File: config.mk
export PLATFORM = sky130hd
export DESIGN_NAME = frost32_mem_arbiter
export DESIGN_NICKNAME = d
export VERILOG_FILES = /design/src/rtl/frost32_mem_arbiter.sv
export SDC_FILE = /design/constraint.sdc
export NUM_CORES = 1
export LEC_CHECK = 0
export CAP_MARGIN = 0
export CORE_UTILIZATION = 35
export DETAILED_ROUTE_END_ITERATION = 8
export PLACE_DENSITY = 0.8
export SLEW_MARGIN = 5
export SYNTH_ARGS = -nofsm -noshare
export SYNTH_HDL_FRONTEND = slang
export SYNTH_SLANG_ARGS = --single-unit
File: constraint.sdc
create_clock -name clk -period 2.76 [get_ports clk]
set_input_delay 0.552 -clock clk [delete_from_list [all_inputs] [get_ports clk]]
set_output_delay 0.552 -clock clk [all_outputs]
set_load 0.05 [all_outputs]
File: src/rtl/frost32_mem_arbiter.sv
// Frost32 memory arbiter: one variable-latency bus shared by fetch
// and load/store, with starvation guard, alignment checks and timeout.
module frost32_mem_arbiter #(
    parameter int ADDR_WIDTH      = 32,
    parameter int DATA_WIDTH      = 32,
    parameter int MAX_DATA_STREAK = 4,
    parameter int TIMEOUT_CYCLES  = 255
) (
    input  logic                  clk,
    input  logic                  rst_n,
    input  logic                  if_req,
    input  logic [ADDR_WIDTH-1:0] if_addr,
    output logic                  if_gnt,
    output logic                  if_valid,
    output logic [DATA_WIDTH-1:0] if_rdata,
    output logic                  if_err,
    input  logic                  d_req,
    input  logic [ADDR_WIDTH-1:0] d_addr,
    input  logic [DATA_WIDTH-1:0] d_wdata,
    input  logic                  d_access_type,
    input  logic [1:0]            d_access_size,
    output logic                  d_gnt,
    output logic                  d_valid,
    output logic [DATA_WIDTH-1:0] d_rdata,
    output logic                  d_err,
    output logic                  mem_req,
    output logic [ADDR_WIDTH-1:0] mem_addr,
    output logic [DATA_WIDTH-1:0] mem_wdata,
    output logic                  mem_access_type,
    output logic [1:0]            mem_access_size,
    input  logic                  mem_ready,
    input  logic [DATA_WIDTH-1:0] mem_rdata,
    output logic                  busy
);

    localparam int SW = $clog2(MAX_DATA_STREAK + 1);
    localparam int TW = $clog2(TIMEOUT_CYCLES + 1);
    localparam logic [SW-1:0] STREAK_MAX = SW'(MAX_DATA_STREAK);
    localparam logic [TW-1:0] TIMER_MAX  = TW'(TIMEOUT_CYCLES);

    typedef enum logic [1:0] {
        StIdle,
        StFetch,
        StData,
        StErr
    } state_t;

    state_t        state;
    state_t        state_nx;
    logic [SW-1:0] streak;
    logic [TW-1:0] timer;
    logic          idle;
    logic          d_win;
    logic          d_bad;
    logic          if_bad;
    logic          done;
    logic          tmo;

    // Grants are combinational but forced low while reset is held.
    assign idle   = rst_n && (state == StIdle);
    assign d_win  = !if_req || (streak != STREAK_MAX);
    assign d_gnt  = idle && d_req && d_win;
    assign if_gnt = idle && if_req && !(d_req && d_win);
    assign busy   = (state != StIdle);

    assign d_bad  = (d_access_size == 2'd3)
                 || ((d_access_size == 2'd0)
                     && (d_addr[1:0] != 2'b00))
                 || ((d_access_size == 2'd1)
                     && d_addr[0]);
    assign if_bad = (if_addr[1:0] != 2'b00);

    assign done = mem_req && mem_ready;
    assign tmo  = mem_req && !mem_ready
               && (timer == TIMER_MAX);

    always_ff @(posedge clk or negedge rst_n) begin
        if (!rst_n) begin
            state <= StIdle;
        end else begin
            state <= state_nx;
        end
    end

    always_comb begin
        state_nx = state;
        unique case (state)
            StIdle: begin
                if (d_gnt) begin
                    state_nx = d_bad ? StErr : StData;
                end else if (if_gnt) begin
                    state_nx = if_bad ? StErr : StFetch;
                end
            end
            StFetch, StData: begin
                if (done || tmo) begin
                    state_nx = StIdle;
                end
            end
            StErr:   state_nx = StIdle;
            default: state_nx = StIdle;
        endcase
    end

    always_ff @(posedge clk or negedge rst_n) begin
        if (!rst_n) begin
            streak          <= '0;
            timer           <= '0;
            if_valid        <= 1'b0;
            if_rdata        <= '0;
            if_err          <= 1'b0;
            d_valid         <= 1'b0;
            d_rdata         <= '0;
            d_err           <= 1'b0;
            mem_req         <= 1'b0;
            mem_addr        <= '0;
            mem_wdata       <= '0;
            mem_access_type <= 1'b0;
            mem_access_size <= 2'd0;
        end else begin
            if_valid <= 1'b0;
            if_err   <= 1'b0;
            d_valid  <= 1'b0;
            d_err    <= 1'b0;

            // Fetch starvation guard: count data wins while fetch waits.
            if (!if_req || if_gnt) begin
                streak <= '0;
            end else if (d_gnt && (streak != STREAK_MAX)) begin
                streak <= streak + 1'b1;
            end

            unique case (state)
                StIdle: begin
                    timer <= '0;
                    if (d_gnt) begin
                        if (d_bad) begin
                            d_valid <= 1'b1;
                            d_err   <= 1'b1;
                            d_rdata <= '0;
                        end else begin
                            mem_req         <= 1'b1;
                            mem_addr        <= d_addr;
                            mem_wdata       <= d_wdata;
                            mem_access_type <= d_access_type;
                            mem_access_size <= d_access_size;
                        end
                    end else if (if_gnt) begin
                        if (if_bad) begin
                            if_valid <= 1'b1;
                            if_err   <= 1'b1;
                            if_rdata <= '0;
                        end else begin
                            mem_req         <= 1'b1;
                            mem_addr        <= if_addr;
                            mem_wdata       <= '0;
                            mem_access_type <= 1'b0;
                            mem_access_size <= 2'd0;
                        end
                    end
                end
                StFetch: begin
                    if (done) begin
                        mem_req  <= 1'b0;
                        if_valid <= 1'b1;
                        if_rdata <= mem_rdata;
                    end else if (tmo) begin
                        mem_req  <= 1'b0;
                        if_valid <= 1'b1;
                        if_err   <= 1'b1;
                        if_rdata <= '0;
                    end else if (mem_req) begin
                        timer <= timer + 1'b1;
                    end
                end
                StData: begin
                    if (done) begin
                        mem_req <= 1'b0;
                        d_valid <= 1'b1;
                        d_rdata <= mem_access_type
                                   ? '0 : mem_rdata;
                    end else if (tmo) begin
                        mem_req <= 1'b0;
                        d_valid <= 1'b1;
                        d_err   <= 1'b1;
                        d_rdata <= '0;
                    end else if (mem_req) begin
                        timer <= timer + 1'b1;
                    end
                end
                default: begin
                    timer <= '0;
                end
            endcase
        end
    end

endmodule

Word-level counts from Yosys, hierarchy flattened
Index checks and enable logic that the tools add are counted.
{"block": "totals", "reg_bits": 149, "inputBits": 136, "output_inout_bits": 139, "wordCells": 135}
{"block": "op_classes", "n_addsub": 2, "n_eq_ne": 24, "muxes": 58, "n_reduce_logical": 37}
{"operator": "$mux W32", "count": 17}
{"operator": "$pmux W32 S2", "count": 2}
{"operator": "$mux W8", "count": 4}
{"operator": "$mux W1", "count": 19}
{"operator": "$ne A2 B2 Y1 const B", "count": 9}
{"operator": "$ne A3 B3 Y1 const B", "count": 6}
{"operator": "$mux W2", "count": 8}
{"operator": "$reduce_bool A2 Y1", "count": 8}
{"operator": "$logic_and A1 B1 Y1", "count": 12}
{"operator": "$pmux W1 S2", "count": 5}
{"operator": "$reduce_and A5 Y1", "count": 2}
{"operator": "$add A8 B1 Y8 const B", "count": 1}
{"operator": "$eq A8 B8 Y1 const B", "count": 1}
{"operator": "$reduce_and A4 Y1", "count": 2}
{"operator": "$eq A2 B2 Y1 const B", "count": 3}
{"operator": "$mux W3", "count": 2}
{"operator": "$pmux W2 S3", "count": 1}
{"operator": "$logic_or A1 B1 Y1", "count": 5}
{"operator": "$eq A2 B1 Y1 const B", "count": 2}
{"operator": "$logic_not A2 Y1", "count": 2}
{"operator": "$ne A2 B1 Y1 const B", "count": 2}
{"operator": "$add A3 B1 Y3 const B", "count": 1}
{"operator": "$logic_not A1 Y1", "count": 3}
{"operator": "$ne A3 B1 Y1 const B", "count": 1}
{"operator": "other kinds (3)", "count": 3}

Longest topological paths before layout
{"block": "depth", "word_depth": 8, "ltp_mapped": 9, "ltp_nobuf": 8}

Least setup slack after synthesis
No wires, ideal clock.
{"block": "synth_path", "path_type": "reg-to-reg", "from": "register state[0]", "to": "register if_rdata[0]", "setup_time_ps": 121, "arrival_time_ps": 2243, "slack_ps": 396, "path_stages_with_launch": 10, "path_buffers": 2, "synth_period_minus_slack_ps": 2364, "path_cell_list": "dfrtp_1 -> inv_1 -> ha_1 -> buf_2 -> nand3_1 -> a21oi_2 -> nand2_1 -> a22o_1 -> buf_2 -> a22o_1"}
{"block": "synth_between", "elab_chain_len": 6}
{"element": "start, declared", "line_no": "48", "source": "state_t state;"}
{"element": "start signal, assigned", "line_no": "79", "source": "state <= StIdle;"}
{"element": "start signal, assigned", "line_no": "81", "source": "state <= state_nx;"}
{"element": "$logic_not A2 Y1", "line_no": "60", "source": "assign idle = rst_n && (state == StIdle);"}
{"element": "$logic_and A1 B1 Y1", "line_no": "60"}
{"element": "$logic_and A1 B1 Y1 (2 in series)", "line_no": "63", "source": "assign if_gnt = idle && if_req && !(d_req && d_win);"}
{"element": "net if_gnt", "line_no": "13", "source": "output logic if_gnt,"}
{"element": "$ne A2 B2 Y1 (no source line)"}
{"element": "$reduce_and A5 Y1 (no source line)"}
{"element": "end signal, assigned", "line_no": "166", "source": "if_rdata <= mem_rdata;"}
{"element": "end, declared", "line_no": "15", "source": "output logic [DATA_WIDTH-1:0] if_rdata,"}
The timed path passes the listed nets, and every way through them passes these cells.
A chain may end at the register's enable or synchronous reset.

Worst setup path in the final report
{"block": "layout_path", "from": "register state[1]", "to": "output d_gnt"}
{"block": "layout_between", "elab_chain_len": 4}
{"element": "$logic_not A2 Y1", "line_no": "60"}
{"element": "$logic_and A1 B1 Y1", "line_no": "60"}
{"element": "$logic_and A1 B1 Y1 (2 in series)", "line_no": "62", "source": "assign d_gnt = idle && d_req && d_win;"}
{"element": "end, declared", "line_no": "22", "source": "output logic d_gnt,"}
No other way between the ends.

==> flow_summary_export.csv <==
group,metric,value,unit
power,ir_drop,0.000712,V
placement,hpwl,13100,µm
timing,finalMaxSlewViolations,0,
cells_and_area,final_cell_mix,"clkdlybuf4s50_1, dfrtp_1, a22o_1, nand2_1, a21oi_1",
cells_and_area,nets,934,
detailed_routing,drt_iter0_drc,218,
floorplanning,rows,48,
floorplanning,die_height,135,µm
setup_path,r2r-start,"state[1]",
floorplanning,num_io_pins,275,
setup_path,endpoint_kind,"output pin",
setup_path,r2r_slack,0.41,ns
logic_synthesis,synth_seq_cells,149,
cts,ctsHoldBuffers,0,
global_route,grt_use_total,0.208,
global_route,grt_pass1_vias,5307,
cells_and_area,num_antenna_cells,0,
detailed_routing,dr.pass1.iters,4,
global_route,antenna_found_initial,0,
timing,setup_tns,0,ns
logic_synthesis,syn-cell-area,6160,µm²
run_status,status,"finished clean",
logic_synthesis,synthCells,516,
timing,worst_pin_slew,0.791,ns
placement,numPlacedInstances,996,
detailed_routing,drc,0,
cells_and_area,final_area,9810,µm²
detailed_routing,drtAntennaViolNets,0,
detailed_routing,dr_total_vias,5305,
cts,htreeDepth,4,
setup_path,critical_path_class,"flip-flop to output pin",
logic_synthesis,seq_area_frac_synth,0.605,
logic_synthesis,synth.distinct_cells,41,
detailed_routing,viasPerCell,5.16,
power,power.density,1300,nW/µm²
setup_path,crit_path_max_fanout,10,
setup_path,crit_path_start,"state[1]",
logic_synthesis,syn_area_per_cell,11.9,µm²
floorplanning,fp.coreArea,17200,µm²
setup_path,startpoint_type,"flip-flop",
cts,root_buffer,"clkbuf_16",
cts,post-cts-setup-buffers,0,
detailed_routing,wirelength,18300,µm
cts,tritoncts,"yes",
global_route,grt_overflow,0,
cts,clkLatencyLatePin,0.42,ns
timing,fin_skew,0.00950,ns
timing,setup_violations,0,
timing,fmax,411,MHz
setup_path,rr_endpoint,"if_rdata[23]",
floorplanning,die_area,18100,µm²
cts,numCtsBuffers,17,
cells_and_area,syn_to_final_growth,59.2,%
timing,rsz0062_at_grt,"false",
cells_and_area,final_layout_size_suffix_gt1_frac,0.0946,
timing,finalHoldViolCount,0,
cts,clk_path_buf_depth,2,
setup_path,cp.required,2.21,ns
logic_synthesis,synth_fp_nets,660,
detailed_routing,wl_per_cell,17.8,µm
logic_synthesis,synth-warning-count,0,
setup_path,critPathArrivalTime,1.88,ns
placement,port-buffer-count,274,
timing,maxSlewHeadroom,0.473,
timing,timing.final.crit_share,0.881,
min_path,hold_path.class,"input port to asynchronous set/reset pin",
floorplanning,die_w,135,µm
floorplanning,start_util,0.358,
cts,cts.sinks,149,
cts,cts.clk_slew.worst_paths,0.06,ns
job,maxCapViolCount,0,
global_route,grt_pass1_wl,28900,µm
timing,finalCriticalPeriod,2.43,ns
global_route,grt_max_degree,66,
cts,cts_resized,0,
placement,gp_congestion,0.808,
cells_and_area,fin_cells,1028,
placement,placed_cell_area,9190,µm²
power,leakagePower,4.28,nW
setup_path,worstRegToRegCells,8,
cells_and_area,final_common_cell,"clkdlybuf4s50_1",
[Yosys cell counts]
cell type | n | area share
clkinv_2 | 1 | 0.00081
nand2_1 | 75 | 0.046
a21boi_1 | 1 | 0.0012
a21oi_1 | 35 | 0.028
or2_1 | 1 | 0.0010
ha_1 | 8 | 0.016
a21o_1 | 1 | 0.0012
buf_6 | 6 | 0.011
a31oi_2 | 10 | 0.020
inv_1 | 9 | 0.0055
o21ai_0 | 1 | 0.00081
a32o_1 | 1 | 0.0016
dfrtp_1 | 149 | 0.61
o21ai_1 | 4 | 0.0032
nor3_1 | 1 | 0.00081
and3_1 | 2 | 0.0020
nand4_4 | 1 | 0.0035
mux2i_1 | 5 | 0.0081
a311o_1 | 1 | 0.0016
a311oi_1 | 1 | 0.0014
nor2_1 | 14 | 0.0085
clkbuf_1 | 17 | 0.010
o21ai_2 | 1 | 0.0014
nor2b_1 | 3 | 0.0030
mux2_2 | 1 | 0.0018
nand4_1 | 6 | 0.0061
nand2_2 | 1 | 0.0010
o32a_1 | 1 | 0.0016
xnor2_1 | 2 | 0.0028
xor2_1 | 5 | 0.0071
a21oi_2 | 2 | 0.0028
nand3_1 | 6 | 0.0049
a22o_1 | 101 | 0.14
a211oi_2 | 1 | 0.0020
buf_2 | 14 | 0.011
a31oi_1 | 22 | 0.022
nand3_2 | 1 | 0.0016
nand2b_1 | 2 | 0.0020
mux2i_4 | 1 | 0.0037
and2_1 | 1 | 0.0010
o21a_1 | 1 | 0.0012
[state kept, by name (all words and copies together) (netlist names)]
register and flops:
d_valid 1, mem_req 1, mem_access_size 2, if_rdata 32, d_err 1, if_valid 1, if_err 1, mem_access_type 1
timer 8, mem_wdata 32, d_rdata 32, mem_addr 32, streak 3, state 2
[metal layers]
metal / global-route usage / vias to the layer above / share of wire
met5: 0 / - / 0
met1: 0.270 / 2566 / 0.43
li1: - / 2451 / -
met2: 0.323 / 261 / 0.47
met4: 0.0886 / 0 / 0.025
met3: 0.0604 / 27 / 0.081
[through the flow]
| stage | util | total power (W) | setup WS [ns] | hold WS, ns |
|---|---|---|---|---|
| final | 0.569 | 0.0127 | 0.328 | 0.205 |
| after global routing | 0.569 | 0.0133 | 0.189 | 0.235 |
| after CTS | 0.569 | 0.0128 | 0.308 | 0.208 |
| after detailed placement | 0.533 | 0.0103 | 0.210 | 0.481 |
| after global placement | 0.533 | 0.0102 | 0.273 | 0.479 |
| after floorplan | - | 0.00789 | 0.396 | 0.256 |
[critical path: stages (launching register included)]
cell      delay (ns)
dfrtp_1         0.40
inv_1           0.14
ha_2            0.38
nand4_4         0.19
clkinv_2        0.20
buf_12          0.16
[cells by family after synthesis]
group,Yosys count,share of synthesized area
adder cells (fa/ha/maj),8,0.0162
XOR/XNOR,7,0.00995
buffers and inverters,47,0.0390
multiplexers,7,0.0136
AND/OR/NAND/NOR,114,0.0812
flip-flops,149,0.605
AO/OA/AOI/OAI,184,0.235
[worst max-delay path by stage]
stage                         endpoint  slack (ns)
after global routing             d_gnt        0.19
final                            d_gnt        0.33
after detailed placement  mem_addr[15]        0.21
after global placement      d_rdata[9]        0.27
after floorplan            if_rdata[0]        0.40
after CTS                        d_gnt        0.31
[area by class of cell]
| type | count | area [µm²] |
|---|---|---|
| inverter | 10 | 38.8 |
| clock buffer | 18 | 429 |
| fill | 1438 | 7420 |
| tap | 225 | 282 |
| multi-input combinational | 320 | 2210 |
| sequential | 149 | 3730 |
| clock inverter | 14 | 190 |
| timing repair buffer | 292 | 2930 |
[where the power goes]
| part | internal, W | switching, W |
|---|---|---|
| clock network | 0.00145 | 0.000982 |
| registers | 0.00302 | 0.000512 |
| logic | 0.00237 | 0.00438 |
No activity file was read; power rests on OpenSTA's default activity.
